==> src/rtl/fpga_robots_game_tm_arbiter_pkg.sv <==
// Shared configuration for the tile map port arbiter: tile map geometry,
// requester indices and arbiter state encodings.
package fpga_robots_game_tm_arbiter_pkg;

  // Tile map geometry (6kB map, 13-bit byte address)
  localparam int TM_AW = 13;
  localparam int TM_DW = 8;

  // Requester slots on the shared tile map port
  localparam int RQ_GAME   = 0;
  localparam int RQ_STATUS = 1;
  localparam int RQ_CLEAR  = 2;
  localparam int RQ_NUM    = 3;

  // Arbiter states: free round-robin, or one requester holding the port
  typedef enum logic {
    ST_ARB    = 1'b0,
    ST_LOCKED = 1'b1
  } arb_state_e;

endpackage

==> src/rtl/fpga_robots_game_rr_pick.sv <==
// Combinational round-robin picker: selects the first active request at or
// above the pointer, wrapping modulo NREQ. Returns a one-hot vector and index.
module fpga_robots_game_rr_pick #(
  parameter int NREQ = 3
) (
  input  logic [NREQ-1:0]         req,
  input  logic [$clog2(NREQ)-1:0] ptr,
  output logic [NREQ-1:0]         gnt,
  output logic [$clog2(NREQ)-1:0] idx
);

  localparam int PW = $clog2(NREQ);

  // Scan NREQ candidates starting from the pointer; the first hit wins
  always_comb begin
    int  cand;
    logic found;
    // NOTE: every output gets a default before the loop so no path leaves it unassigned (no latch).
    gnt   = '0;
    idx   = '0;
    cand  = 0;
    found = 1'b0;
    for (int k = 0; k < NREQ; k++) begin
      cand = (int'(ptr) + k) % NREQ;
      if (!found && req[cand]) begin
        found     = 1'b1;
        gnt[cand] = 1'b1;
        idx       = PW'(cand);
      end
    end
  end

endmodule

==> src/rtl/fpga_robots_game_tm_arbiter.sv <==
// Shares the tile map's single read/write port among NREQ requesters.
// Round-robin grant with an optional lock for read-modify-write sequences,
// a registered memory-side request, and a 2-deep one-hot response pipeline
// that steers the read data strobe back to the issuer.
module fpga_robots_game_tm_arbiter
  import fpga_robots_game_tm_arbiter_pkg::*;
#(
  parameter int NREQ     = RQ_NUM,
  parameter int AW       = TM_AW,
  parameter int DW       = TM_DW,
  parameter int LOCK_MAX = 16
) (
  input  logic              clk,
  input  logic              rst,
  input  logic [NREQ-1:0]   rq_req,
  input  logic [NREQ-1:0]   rq_lock,
  input  logic [NREQ-1:0]   rq_wen,
  input  logic [NREQ*AW-1:0] rq_adr,
  input  logic [NREQ*DW-1:0] rq_wrt,
  output logic [NREQ-1:0]   rq_gnt,
  output logic [NREQ-1:0]   rsp_vld,
  output logic [DW-1:0]     rsp_dat,
  output logic [AW-1:0]     tm_adr,
  output logic [DW-1:0]     tm_wrt,
  output logic              tm_wen,
  input  logic [DW-1:0]     tm_red
);

  localparam int PW = $clog2(NREQ);

  arb_state_e      state;
  logic [PW-1:0]   ptr;
  logic [PW-1:0]   owner;
  logic [7:0]      cnt;
  logic [PW-1:0]   pick_idx;
  logic [PW-1:0]   win_idx;
  logic [NREQ-1:0] pick_gnt;
  logic [NREQ-1:0] rsp_pipe;
  logic            accept;

  fpga_robots_game_rr_pick #(
    .NREQ (NREQ)
  ) u_pick (
    .req (rq_req),
    .ptr (ptr),
    .gnt (pick_gnt),
    .idx (pick_idx)
  );

  // Grant: round-robin pick when free, only the owner while locked
  always_comb begin
    rq_gnt  = '0;
    win_idx = pick_idx;
    if (state == ST_LOCKED) begin
      win_idx        = owner;
      rq_gnt[owner]  = rq_req[owner];
    end else begin
      rq_gnt = pick_gnt;
    end
  end

  assign accept  = |(rq_req & rq_gnt);

  // Read data goes straight back; rsp_vld tells each requester whether it is theirs
  assign rsp_dat = tm_red;

  // FSM, lock counter, memory-side request registers and response pipeline
  always_ff @(posedge clk) begin
    if (rst) begin
      state    <= ST_ARB;
      ptr      <= '0;
      owner    <= '0;
      cnt      <= '0;
      tm_adr   <= '0;
      tm_wrt   <= '0;
      tm_wen   <= 1'b0;
      rsp_pipe <= '0;
      rsp_vld  <= '0;
    end else begin
      // NOTE: non-blocking assignments so every register samples pre-edge values.
      rsp_pipe <= accept ? rq_gnt : '0;
      rsp_vld  <= rsp_pipe;
      tm_wen   <= 1'b0;
      if (accept) begin
        tm_adr <= rq_adr[int'(win_idx)*AW +: AW];
        tm_wrt <= rq_wrt[int'(win_idx)*DW +: DW];
        tm_wen <= rq_wen[win_idx];
        ptr    <= (int'(win_idx) == NREQ - 1) ? '0 : win_idx + 1'b1;
      end
      case (state)
        ST_ARB: begin
          if (accept && rq_lock[win_idx]) begin
            owner <= win_idx;
            cnt   <= 8'd1;
            state <= ST_LOCKED;
          end
        end
        ST_LOCKED: begin
          if (rq_lock[owner]) begin
            cnt <= cnt + 8'd1;
          end
          // The owner's grant equals its request, so lock low means either it
          // was just accepted as the closing access or it has gone idle.
          if (cnt == 8'(LOCK_MAX) || !rq_lock[owner]) begin
            state <= ST_ARB;
          end
        end
      endcase
    end
  end

endmodule

==> config.mk <==
export PLATFORM = sky130hd
export DESIGN_NAME = fpga_robots_game_tm_arbiter
export DESIGN_NICKNAME = d
export VERILOG_FILES = /design/src/rtl/fpga_robots_game_tm_arbiter_pkg.sv /design/src/rtl/fpga_robots_game_rr_pick.sv /design/src/rtl/fpga_robots_game_tm_arbiter.sv
export SDC_FILE = /design/constraint.sdc
export NUM_CORES = 1
export LEC_CHECK = 0
export CAP_MARGIN = 10
export CORE_AREA = 2 2 89 91
export CTS_CLUSTER_SIZE = 20
export DETAILED_ROUTE_END_ITERATION = 10
export DIE_AREA = 0 0 91 93
export GPL_ROUTABILITY_DRIVEN = 0
export PLACE_DENSITY = 0.68
export SYNTH_ARGS = -nofsm -noshare
export SYNTH_HDL_FRONTEND = slang
export SYNTH_SLANG_ARGS = --single-unit
==> constraint.sdc <==
create_clock -name clk -period 7.35 [get_ports clk]
set_input_delay 1.8375 -clock clk [delete_from_list [all_inputs] [get_ports clk]]
set_output_delay 1.8375 -clock clk [all_outputs]
set_load 0.02 [all_outputs]
== After elaboration in Yosys (flattened, before gate mapping) ==
Cells that the tools add are included.
W data, S select, Z words.

* Flip-flop bits (word level): 41
* Input port bits: 82
* Logic and storage cells: 95

* Div/mod/pow operators: 3
* Magnitude comparators: 9
* Eq/ne operators: 4
* Multiplexer cells: 42
* Bitwise logic cells: 6
* Shift operators: 2
* $add $sub $neg: 4
* Multipliers: 1
* Reduce and logical (&&, ||, !) cells: 15

{| class="wikitable"
|+ Operators by type and width
! cell !! count
|-
| $ge A32 B1 Y1 const B || 3
|-
| $lt A32 B4 Y1 const B || 3
|-
| $mod A32 B3 Y32 const B || 2
|-
| $shiftx A39 B7 Y13 || 1
|-
| $mod A3 B3 Y32 const B || 1
|-
| $shiftx A24 B6 Y8 || 1
|-
| $mux W1 || 18
|-
| $mux W8 || 2
|-
| $pmux W8 S2 || 1
|-
| $bmux W1 S2 || 7
|-
| $mux W3 || 4
|-
| $mux W2 || 5
|-
| $add A8 B1 Y8 const B || 1
|-
| $demux W1 S2 || 4
|-
| $eq A8 B5 Y1 const B || 1
|-
| $logic_and A1 B1 Y1 || 7
|-
| $and A3 B3 Y3 || 2
|-
| $lt A2 B3 Y1 const B || 2
|-
| $mul A2 B4 Y6 const B || 1
|-
| $or A3 B3 Y3 || 2
|-
| $reduce_and A2 Y1 || 2
|-
| $add A2 B1 Y3 const B || 1
|-
| $add A2 B2 Y3 const B || 1
|-
| $logic_not A1 Y1 || 3
|-
| 10 further kinds || 11
|}

== Depth between registers and ports, before layout ==
Gate-level depths: netlist (run 1).

* Depth in word-level cells: 17
* Depth in mapped cells: 11

== Modules after synthesis ==
A second synthesis (run 1) with hierarchy kept.

* Cells, all modules: 315
* Area total of the unflattened synthesis: 2,606.2 um^2

{| class="wikitable"
|+ Modules (own cells, without submodules)
! module !! area an instance (um^2) !! cells an instance !! times used !! sequential area each (um^2)
|-
| fpga_robots_game_tm_arbiter || 2,273.4 || 263 || 1 || 820.8
|-
| fpga_robots_game_rr_pick || 332.8 || 52 || 1 || 0.0
|}

== Worst setup path before layout (run 1) ==
OpenSTA, ideal clock, no wires.

* Path type: input port to output port
* Start point: input rq_req[0]
* End point: output rq_gnt[0]
* Cell stages on the path: 5
* Arrival: 3,312 ps
* Path slack: 2,200 ps
* Cell sequence: buf_2 mux2_2 mux2_2 and3_1 or4_1

* Cells in the longest elaborated chain, start to end: 11
* Elaborated cells on any way between the ends: 24

{| class="wikitable"
|+ RTL lines
! element !! RTL line !! RTL
|-
| start: declaration || fpga_robots_game_tm_arbiter.sv:15 || <nowiki>input logic [NREQ-1:0] rq_req,</nowiki>
|-
| $bmux W1 S2 || fpga_robots_game_rr_pick.sv:25 || <nowiki>if (!found && req[cand]) begin</nowiki>
|-
| $mux W1 (implied by the code) (2 in series) || fpga_robots_game_rr_pick.sv:25 ||
|-
| $mux W1 || fpga_robots_game_rr_pick.sv:25 ||
|-
| $logic_not A1 Y1 || fpga_robots_game_rr_pick.sv:25 ||
|-
| $logic_and A1 B1 Y1 || fpga_robots_game_rr_pick.sv:25 ||
|-
| $mux W1 || fpga_robots_game_rr_pick.sv:25 ||
|-
| $logic_not A1 Y1 || fpga_robots_game_rr_pick.sv:25 ||
|-
| $logic_and A1 B1 Y1 || fpga_robots_game_rr_pick.sv:25 ||
|-
| $mux W3 || fpga_robots_game_rr_pick.sv:25 ||
|-
| $mux W3 (*) || fpga_robots_game_tm_arbiter.sv:54 || <nowiki>if (state == ST_LOCKED) begin</nowiki>
|-
| end: declaration || fpga_robots_game_tm_arbiter.sv:20 || <nowiki>output logic [NREQ-1:0] rq_gnt,</nowiki>
|}

Every way passes the cells marked *; elsewhere a longest branch is shown, timed or not. The select of a mux whose other input is x is not followed.

== Worst setup path in the final report (run 1) ==
* Start point: input rq_req[2]
* End point: output rq_gnt[0]

Same word-level chain as after synthesis.

==> flow_summary.yaml, run 1 <==
timing:
  hold_viol: 0
  relSlewSlack_pct: 31.0
  slew_violations: 0
  worst_pin_slew_ns: 1.03
  skew_ns: 0.00925
  fin_setup_tns_ns: 0
  final-setup-viol-count: 0
  rsz0062_at_grt: "no"
  period_minus_slack_ns: 6.18
  min_period_over_period_pct: 84.1
  max_freq_ghz: 0.162
  finalWorstSetupSlack_ns: 1.17
placement:
  portBuffers: 101
  dp_hpwl_um: 5150
  place_ws_ns: 1.17
setup_path:
  crit_fanout: 11
  crit_type: "in -> out"
  slowest_stage: "clkdlybuf4s50_1"
  required_ns: 5.51
  r2r-end: "owner[1]$_SDFFE_PP0P_"
  worstPathCellList: "clkdlybuf4s50_1 -> mux2_2 -> mux2_2 -> and3_1 -> or4_1 -> clkdlybuf4s50_1"
  cp_slowest_stage_delay_ns: 0.59
  crit_path_start_kind: "input port"
  critPathArrivalTime_ns: 4.34
  rr_worst_depth: 9
  end_kind: "output pin"
  r2r_start: "ptr[0]$_SDFFE_PP0N_"
  r2r_slack_ns: 3.52
layout:
  seq_area_um2: 821
  syn_to_final_growth_pct: 43.6
  final_net_count: 457
  n_fill_cell: 742
  num_antenna_cells: 0
  final_common_cell: "clkdlybuf4s50_1"
  final_cell_mix: "101 x clkdlybuf4s50_1, 41 x dfxtp_1, 32 x nor2_1, 27 x mux2i_1, 22 x a2bb2oi_1"
  multiInputGateArea_mm2: 0.00152
  layout-drive-gt1-share_pct: 4.32
  final_util_pct: 48.5
min_path:
  hold_end: "rsp_vld[1]$_SDFF_PP0_"
  hold_class: "reg -> reg"
  hold_depth: 1
  hp-start: "rsp_pipe[1]$_SDFF_PP0_"
detailed_routing:
  drcViolationCount: 0
  via_count: 2378
  post_drt_wl_per_cell_um: 14.5
  dr.pass1.iters: 4
  viasPerCell: 5.04
  ant_nets: 0
  drt-initial-drc-count: 122
  wl_um: 6840
floorplanning:
  dieArea_mm2: 0.00846
  core_mm2: 0.00753
  dieWidth_um: 91
  num_rows: 32
  start_util_pct: 33.7
  io_pins: 118
  die_h_um: 93
cts:
  clock_path_buffers: 2
  cts_resized: 0
  hold_buffers: 0
  clock-sinks: 41
  clk_pin_slew_ns: 0.08
  post-cts-setup-buffer-count: 0
  tritoncts: "yes"
  clkLatencyLatePin_ns: 0.29
  numCtsBuffers: 5
  root_buffer: "clkbuf_8"
  cts_max_level: 2
flow_run:
  drv_cap: 0
grt:
  grt_pass1_vias: 2279
  gr-usage-all-layers_pct: 15.7
  grt_antenna_before_repair: 0
  grt_max_degree: 51
  grt_pass1_wl_um: 10900
  gr-total-overflow: 0
synth:
  synth-seq-cells: 41
  synth_area_per_cell_um2: 8.85
  netlist_area_mm2: 0.00254
  synth_fp_nets: 375
  yosys_warnings: 0
  synth_edf_count: 0
  ys.flop_type: "dfxtp_1"
  async_reset_ff_share_pct: 0
  syn_inst: 287
  ys_types: 51
  synth-seq-area-share_pct: 32.3
power:
  ir_drop_uv: 172
  p_leak_nw: 1.47
  p_per_area_mw_per_mm2: 434
status:
  outcome: "complete, no violations"
## registers in the layout, indices dropped and copies added, names as in the netlist
name / flops
cnt: 8
owner: 2
ptr: 2
rsp_pipe: 3
rsp_vld: 3
state: 1
tm_adr: 13
tm_wen: 1
tm_wrt: 8
## power by group
part           internal [mW]  switching [mW]  total, mW
logic                  0.492           0.577       1.07
clock network          0.111          0.0731      0.184
registers              0.290          0.0412      0.331
## worst max-delay path by stage
stage	from	endpoint	slack, ns
after floorplan	rq_req[0]	rq_gnt[0]	2.20
after global placement	rq_req[2]	rq_gnt[0]	1.22
after global routing	rq_req[2]	rq_gnt[0]	1.05
final	rq_req[2]	rq_gnt[0]	1.17
after CTS	rq_req[2]	rq_gnt[0]	1.17
after detailed placement	rq_req[2]	rq_gnt[0]	1.17
## logic make-up (layout without fill, tap and decap cells)
family                   Yosys count  after routing  synth area share [%]
XOR/XNOR                           6              6                  2.07
AND/OR/NAND/NOR                   96             96                  19.8
multiplexers                      29             29                  11.5
adder cells (fa/ha/maj)            6              6                  2.96
AO/OA/AOI/OAI                     72             72                  23.6
flip-flops                        41             41                  32.3
buffers and inverters             37            120                  7.68
## synthesized netlist by cell type, types with 3 or more instances
| cell type | number | area, um^2 |
|---|---|---|
| a211oi_1 | 21 | 158 |
| a21oi_1 | 6 | 30.0 |
| a2bb2oi_1 | 22 | 193 |
| and2_1 | 9 | 56.3 |
| and3_1 | 7 | 43.8 |
| buf_2 | 3 | 15.0 |
| buf_4 | 10 | 75.1 |
| clkbuf_1 | 13 | 48.8 |
| dfxtp_1 | 41 | 821 |
| ha_1 | 6 | 75.1 |
| inv_1 | 8 | 30.0 |
| mux2i_1 | 27 | 270 |
| nand2_1 | 17 | 63.8 |
| nand3_1 | 4 | 20.0 |
| nand4_1 | 3 | 18.8 |
| nor2_1 | 32 | 120 |
| nor2b_1 | 12 | 75.1 |
| o21ai_0 | 3 | 15.0 |
| xnor2_1 | 5 | 43.8 |
## per-stage QoR
stage / area [um^2] / total power, mW / hold slack (ns) / std cells
2_1_floorplan: 2540 / 1.14 / 0.414 / 287
3_3_place_gp: 3530 / 1.39 / 0.424 / 464
3_5_place_dp: 3530 / 1.41 / 0.428 / 464
4_1_cts: 3650 / 1.60 / 0.447 / 472
5_1_grt: 3650 / 1.71 / 0.462 / 472
6_report: 3650 / 1.58 / 0.441 / 472
## worst max-delay path: cells and delay by family
family                 cells  cell delay, ns
buffers and inverters      2            1.15
muxes                      2            0.62
and+or+nand+nor            2            0.73
## layer usage
layer | global-route usage, % | part of all wire [%] | up-vias
li1 | - | - | 1205
met5 | 0 | 0 | -
met4 | 2.90 | 0.86 | 0
met3 | 3.38 | 6.2 | 7
met1 | 19.2 | 42 | 1083
met2 | 28.7 | 51 | 83
## area by class of cell
cell class | count | share of cell area, %
Clock buffer | 7 | 2.37
Multi-Input combinational cell | 209 | 41.8
Timing Repair Buffer | 103 | 28.1
Tap cell | 102 | 3.50
Sequential cell | 41 | 22.5
Clock inverter | 1 | 0.823
Inverter | 9 | 0.926
No activity file was read; power rests on OpenSTA's default activity.
==> run 2, diff against run 1 <==
==> constraint.sdc (replaced) <==
create_clock -name clk -period 6 [get_ports clk]
set_input_delay 1.5 -clock clk [delete_from_list [all_inputs] [get_ports clk]]
set_output_delay 1.5 -clock clk [all_outputs]
set_load 0.02 [all_outputs]
==> flow_summary.yaml, run 2 (synthesis gave the netlist of run 1 again) <==
floorplanning:
  dieArea_mm2: 0.00846
  dieWidth_um: 91
  io_pins: 118
  die_h_um: 93
  num_rows: 32
  core_mm2: 0.00753
  start_util_pct: 33.7
setup_path:
  end_kind: "output pin"
  rr_worst_depth: 10
  required_ns: 4.50
  crit_path_start_kind: "input port"
  r2r_slack_ns: 2.65
  r2r-end: "owner[0]$_SDFFE_PP0P_"
  crit_type: "in -> out"
  critPathArrivalTime_ns: 4.00
  r2r_start: "ptr[0]$_SDFFE_PP0N_"
  crit_fanout: 11
grt:
  grt_antenna_before_repair: 0
  grt_pass1_vias: 2315
  gr-total-overflow: 0
  grt_pass1_wl_um: 11100
  gr-usage-all-layers_pct: 16.3
  grt_max_degree: 32
power:
  total_power_mw: 1.92
  p_leak_nw: 1.47
  p_per_area_mw_per_mm2: 527
  ir_drop_uv: 196
timing:
  fin_setup_tns_ns: 0
  period_minus_slack_ns: 5.50
  rsz0062_at_grt: "no"
  skew_ns: 0.00711
  final-setup-viol-count: 0
  slew_violations: 0
  hold_viol: 0
  relSlewSlack_pct: 54.1
  worst_pin_slew_ns: 0.687
  max_freq_ghz: 0.182
  min_period_over_period_pct: 91.6
min_path:
  hold_end: "rsp_vld[0]$_SDFF_PP0_"
  hold_class: "reg -> reg"
  hold_depth: 1
  hp-start: "rsp_pipe[0]$_SDFF_PP0_"
layout:
  final_cell_mix: "101 x clkdlybuf4s50_1, 41 x dfxtp_1, 32 x nor2_1, 27 x mux2i_1, 22 x a2bb2oi_1"
  largest_register_ffs: 13
  final_net_count: 459
  num_antenna_cells: 0
  final_util_pct: 48.5
  top_regs: "tm_adr (13), cnt (8), tm_wrt (8)"
  layout-drive-gt1-share_pct: 5.11
  finalNonFillerCells: 474
  n_fill_cell: 754
  seq_area_um2: 821
  top_register: "tm_adr"
  multiInputGateArea_mm2: 0.00152
  final_common_cell: "clkdlybuf4s50_1"
  syn_to_final_growth_pct: 43.6
detailed_routing:
  drt-initial-drc-count: 152
  viasPerCell: 5.11
  dr.pass1.iters: 4
  via_count: 2420
  drcViolationCount: 0
  wl_um: 6950
  ant_nets: 0
  post_drt_wl_per_cell_um: 14.7
status:
  outcome: "complete, no violations"
cts:
  clk_pin_slew_ns: 0.08
  numCtsBuffers: 5
  post-cts-setup-buffer-count: 0
  cts_resized: 0
  root_buffer: "clkbuf_8"
  hold_buffers: 0
  cts_max_level: 2
  clock_path_buffers: 2
  tritoncts: "yes"
  clock-sinks: 41
  clkLatencyLatePin_ns: 0.29
placement:
  portBuffers: 101
  dp_cells: 466
  dp_hpwl_um: 5290
flow_run:
  drv_cap: 0
## run 2: layer usage
metal | GRT usage, % | vias up | part of all wire (%)
met5 | 0 | - | 0
met4 | 5.05 | 0 | 1.9
met3 | 4.83 | 12 | 5.8
met2 | 28.9 | 76 | 51
met1 | 19.0 | 1122 | 41
li1 | - | 1210 | -
## run 2: how the worst max path moves through the flow
stage	startpoint	to	slack, ns
finish	rq_req[2]	rq_gnt[0]	0.50
global placement	rq_req[2]	rq_gnt[0]	0.54
floorplan	rq_req[0]	rq_gnt[0]	1.53
global route	rq_req[2]	rq_gnt[0]	0.42
CTS	rq_req[2]	rq_gnt[0]	0.49
detailed placement	rq_req[2]	rq_gnt[0]	0.49
## run 2: per-stage QoR
stage	hold WS, ns	cell area, um^2	setup slack [ns]
final	0.437	3650	0.503
after global routing	0.453	3650	0.422
after CTS	0.443	3650	0.494
after detailed placement	0.425	3550	0.494
after global placement	0.422	3550	0.542
after floorplan	0.414	2540	1.53
## run 2: worst max-delay path, cell delays in order
cell and delay [ns]:
clkdlybuf4s50_1 0.59, mux2_2 0.36, mux2_2 0.25, and3_1 0.20, or4_1 0.54, clkdlybuf4s50_1 0.56
## run 2: where the power goes
group          internal (mW)  switching [mW]
Sequential             0.355          0.0501
Clock                  0.104          0.0939
Combinational          0.605           0.715
Total                   1.06           0.859
## run 2: area by class of cell
class	count	area share (%)
Clock buffer	7	2.64
Clock inverter	1	0.137
Inverter	9	0.926
Multi-Input combinational cell	209	41.8
Sequential cell	41	22.5
Tap cell	102	3.50
Timing Repair Buffer	105	28.5
==> run 3, diff against run 2 <==
--- a/config.mk
+++ b/config.mk
@@ -6,12 +6,12 @@
 export NUM_CORES = 1
 export LEC_CHECK = 0
 export CAP_MARGIN = 10
-export CORE_AREA = 2 2 89 91
+export CORE_AREA = 2 2 83 85
 export CTS_CLUSTER_SIZE = 20
 export DETAILED_ROUTE_END_ITERATION = 10
-export DIE_AREA = 0 0 91 93
+export DIE_AREA = 0 0 85 87
 export GPL_ROUTABILITY_DRIVEN = 0
-export PLACE_DENSITY = 0.68
+export PLACE_DENSITY = 0.77
 export SYNTH_ARGS = -nofsm -noshare
 export SYNTH_HDL_FRONTEND = slang
 export SYNTH_SLANG_ARGS = --single-unit
==> flow_summary.yaml, run 3 (synthesis gave the netlist of run 1 again) <==
status:
  outcome: "complete, no violations"
setup_path:
  critPathArrivalTime_ns: 4.06
  rr_worst_depth: 10
  crit_type: "in -> out"
  r2r_start: "ptr[0]$_SDFFE_PP0N_"
  crit_top_cell: "clkdlybuf4s50_1"
  crit_path_start_kind: "input port"
  cp-startpoint: "rq_req[2]"
  cp_slowest_stage_delay_ns: 0.66
  required_ns: 4.50
  path_delay_family: "buffers and inverters"
  r2r-end: "owner[0]$_SDFFE_PP0P_"
  crit_buf_inv: 2
  worstPathCellList: "clkdlybuf4s50_1 -> nor4bb_1 -> o21ai_0 -> a21boi_0 -> nor2_1 -> a21oi_1 -> clkdlybuf4s50_1"
  end_kind: "output pin"
  crit_fanout: 11
  slowest_stage: "clkdlybuf4s50_1"
  r2r_slack_ns: 2.67
cts:
  tritoncts: "yes"
  numCtsBuffers: 5
  clock_path_buffers: 2
  clock-sinks: 41
  post-cts-setup-buffer-count: 0
  cts_max_level: 2
  clk_pin_slew_ns: 0.08
  clkLatencyLatePin_ns: 0.29
  cts_resized: 0
  root_buffer: "clkbuf_8"
  hold_buffers: 0
floorplanning:
  start_util_pct: 38.7
  io_pins: 118
  dieArea_mm2: 0.00740
  num_rows: 30
  dieWidth_um: 85
  die_h_um: 87
  core_mm2: 0.00657
layout:
  final_common_cell: "clkdlybuf4s50_1"
  num_antenna_cells: 0
  layout-drive-gt1-share_pct: 5.11
  final_cell_mix: "101 x clkdlybuf4s50_1, 41 x dfxtp_1, 32 x nor2_1, 27 x mux2i_1, 22 x a2bb2oi_1"
  final_net_count: 459
  top_regs: "tm_adr (13), cnt (8), tm_wrt (8)"
  syn_to_final_growth_pct: 42.6
  largest_register_ffs: 13
  top_register: "tm_adr"
detailed_routing:
  drt-initial-drc-count: 211
  wl_um: 6860
  ant_nets: 0
  viasPerCell: 5.39
  drcViolationCount: 0
  dr.pass1.iters: 4
  post_drt_wl_per_cell_um: 15.2
  via_count: 2437
timing:
  fin_setup_tns_ns: 0
  relSlewSlack_pct: 55.9
  final-setup-viol-count: 0
  max_freq_ghz: 0.180
  rsz0062_at_grt: "no"
  skew_ns: 0.0118
  worst_pin_slew_ns: 0.660
  hold_viol: 0
  min_period_over_period_pct: 92.7
  period_minus_slack_ns: 5.56
  slew_violations: 0
power:
  ir_drop_uv: 344
  p_leak_nw: 1.47
  p_per_area_mw_per_mm2: 530
  total_power_mw: 1.92
min_path:
  hold_class: "reg -> reg"
  hold_end: "rsp_vld[1]$_SDFF_PP0_"
  hp-start: "rsp_pipe[1]$_SDFF_PP0_"
  hold_depth: 1
grt:
  grt_max_degree: 48
  grt_pass1_wl_um: 10800
  grt_antenna_before_repair: 0
  grt_pass1_vias: 2273
  gr-usage-all-layers_pct: 18.1
  gr-total-overflow: 0
placement:
  dp_hpwl_um: 5160
  portBuffers: 101
flow_run:
  drv_cap: 0
run 3: worst max path at each step:
stage	to	slack [ns]	cells past startpoint
global placement	rq_gnt[0]	0.55	6
detailed placement	rq_gnt[0]	0.51	6
CTS	rq_gnt[0]	0.51	6
finish	rq_gnt[1]	0.44	7
global route	rq_gnt[1]	0.34	7
floorplan	rq_gnt[0]	1.53	5
run 3: per-layer routing:
layer	routed length, um	part of all wire, %	GRT usage [%]
met5	0	0	0
met4	173	2.5	7.07
met3	405	5.9	4.36
met2	3430	50	29.9
met1	2850	42	22.8
run 3: metrics by stage:
stage                     util, %  worst slack [ns]  area [um^2]  std cells  hold WS [ns]
after floorplan                 -              1.53         2540        287         0.414
after global placement       53.6             0.548         3520        444         0.419
after detailed placement     53.6             0.512         3520        444         0.432
after CTS                    55.1             0.515         3620        452         0.450
after global routing         55.1             0.338         3620        452         0.460
final                        55.1             0.437         3620        452         0.446
run 3: area by class of cell:
type | count | area (um^2)
Fill cell | 579 | 2950
Multi-Input combinational cell | 209 | 1520
Timing Repair Buffer | 105 | 1040
Sequential cell | 41 | 821
Tap cell | 80 | 100
Clock buffer | 7 | 96.3
Inverter | 9 | 33.8
Clock inverter | 1 | 5.00
run 3: report_power, final:
| part | total [mW] | internal (mW) | leakage, nW | switching (mW) |
|---|---|---|---|---|
| registers | 0.404 | 0.355 | 0.336 | 0.0493 |
| logic | 1.32 | 0.605 | 1.08 | 0.711 |
| clock network | 0.200 | 0.104 | 0.0542 | 0.0957 |
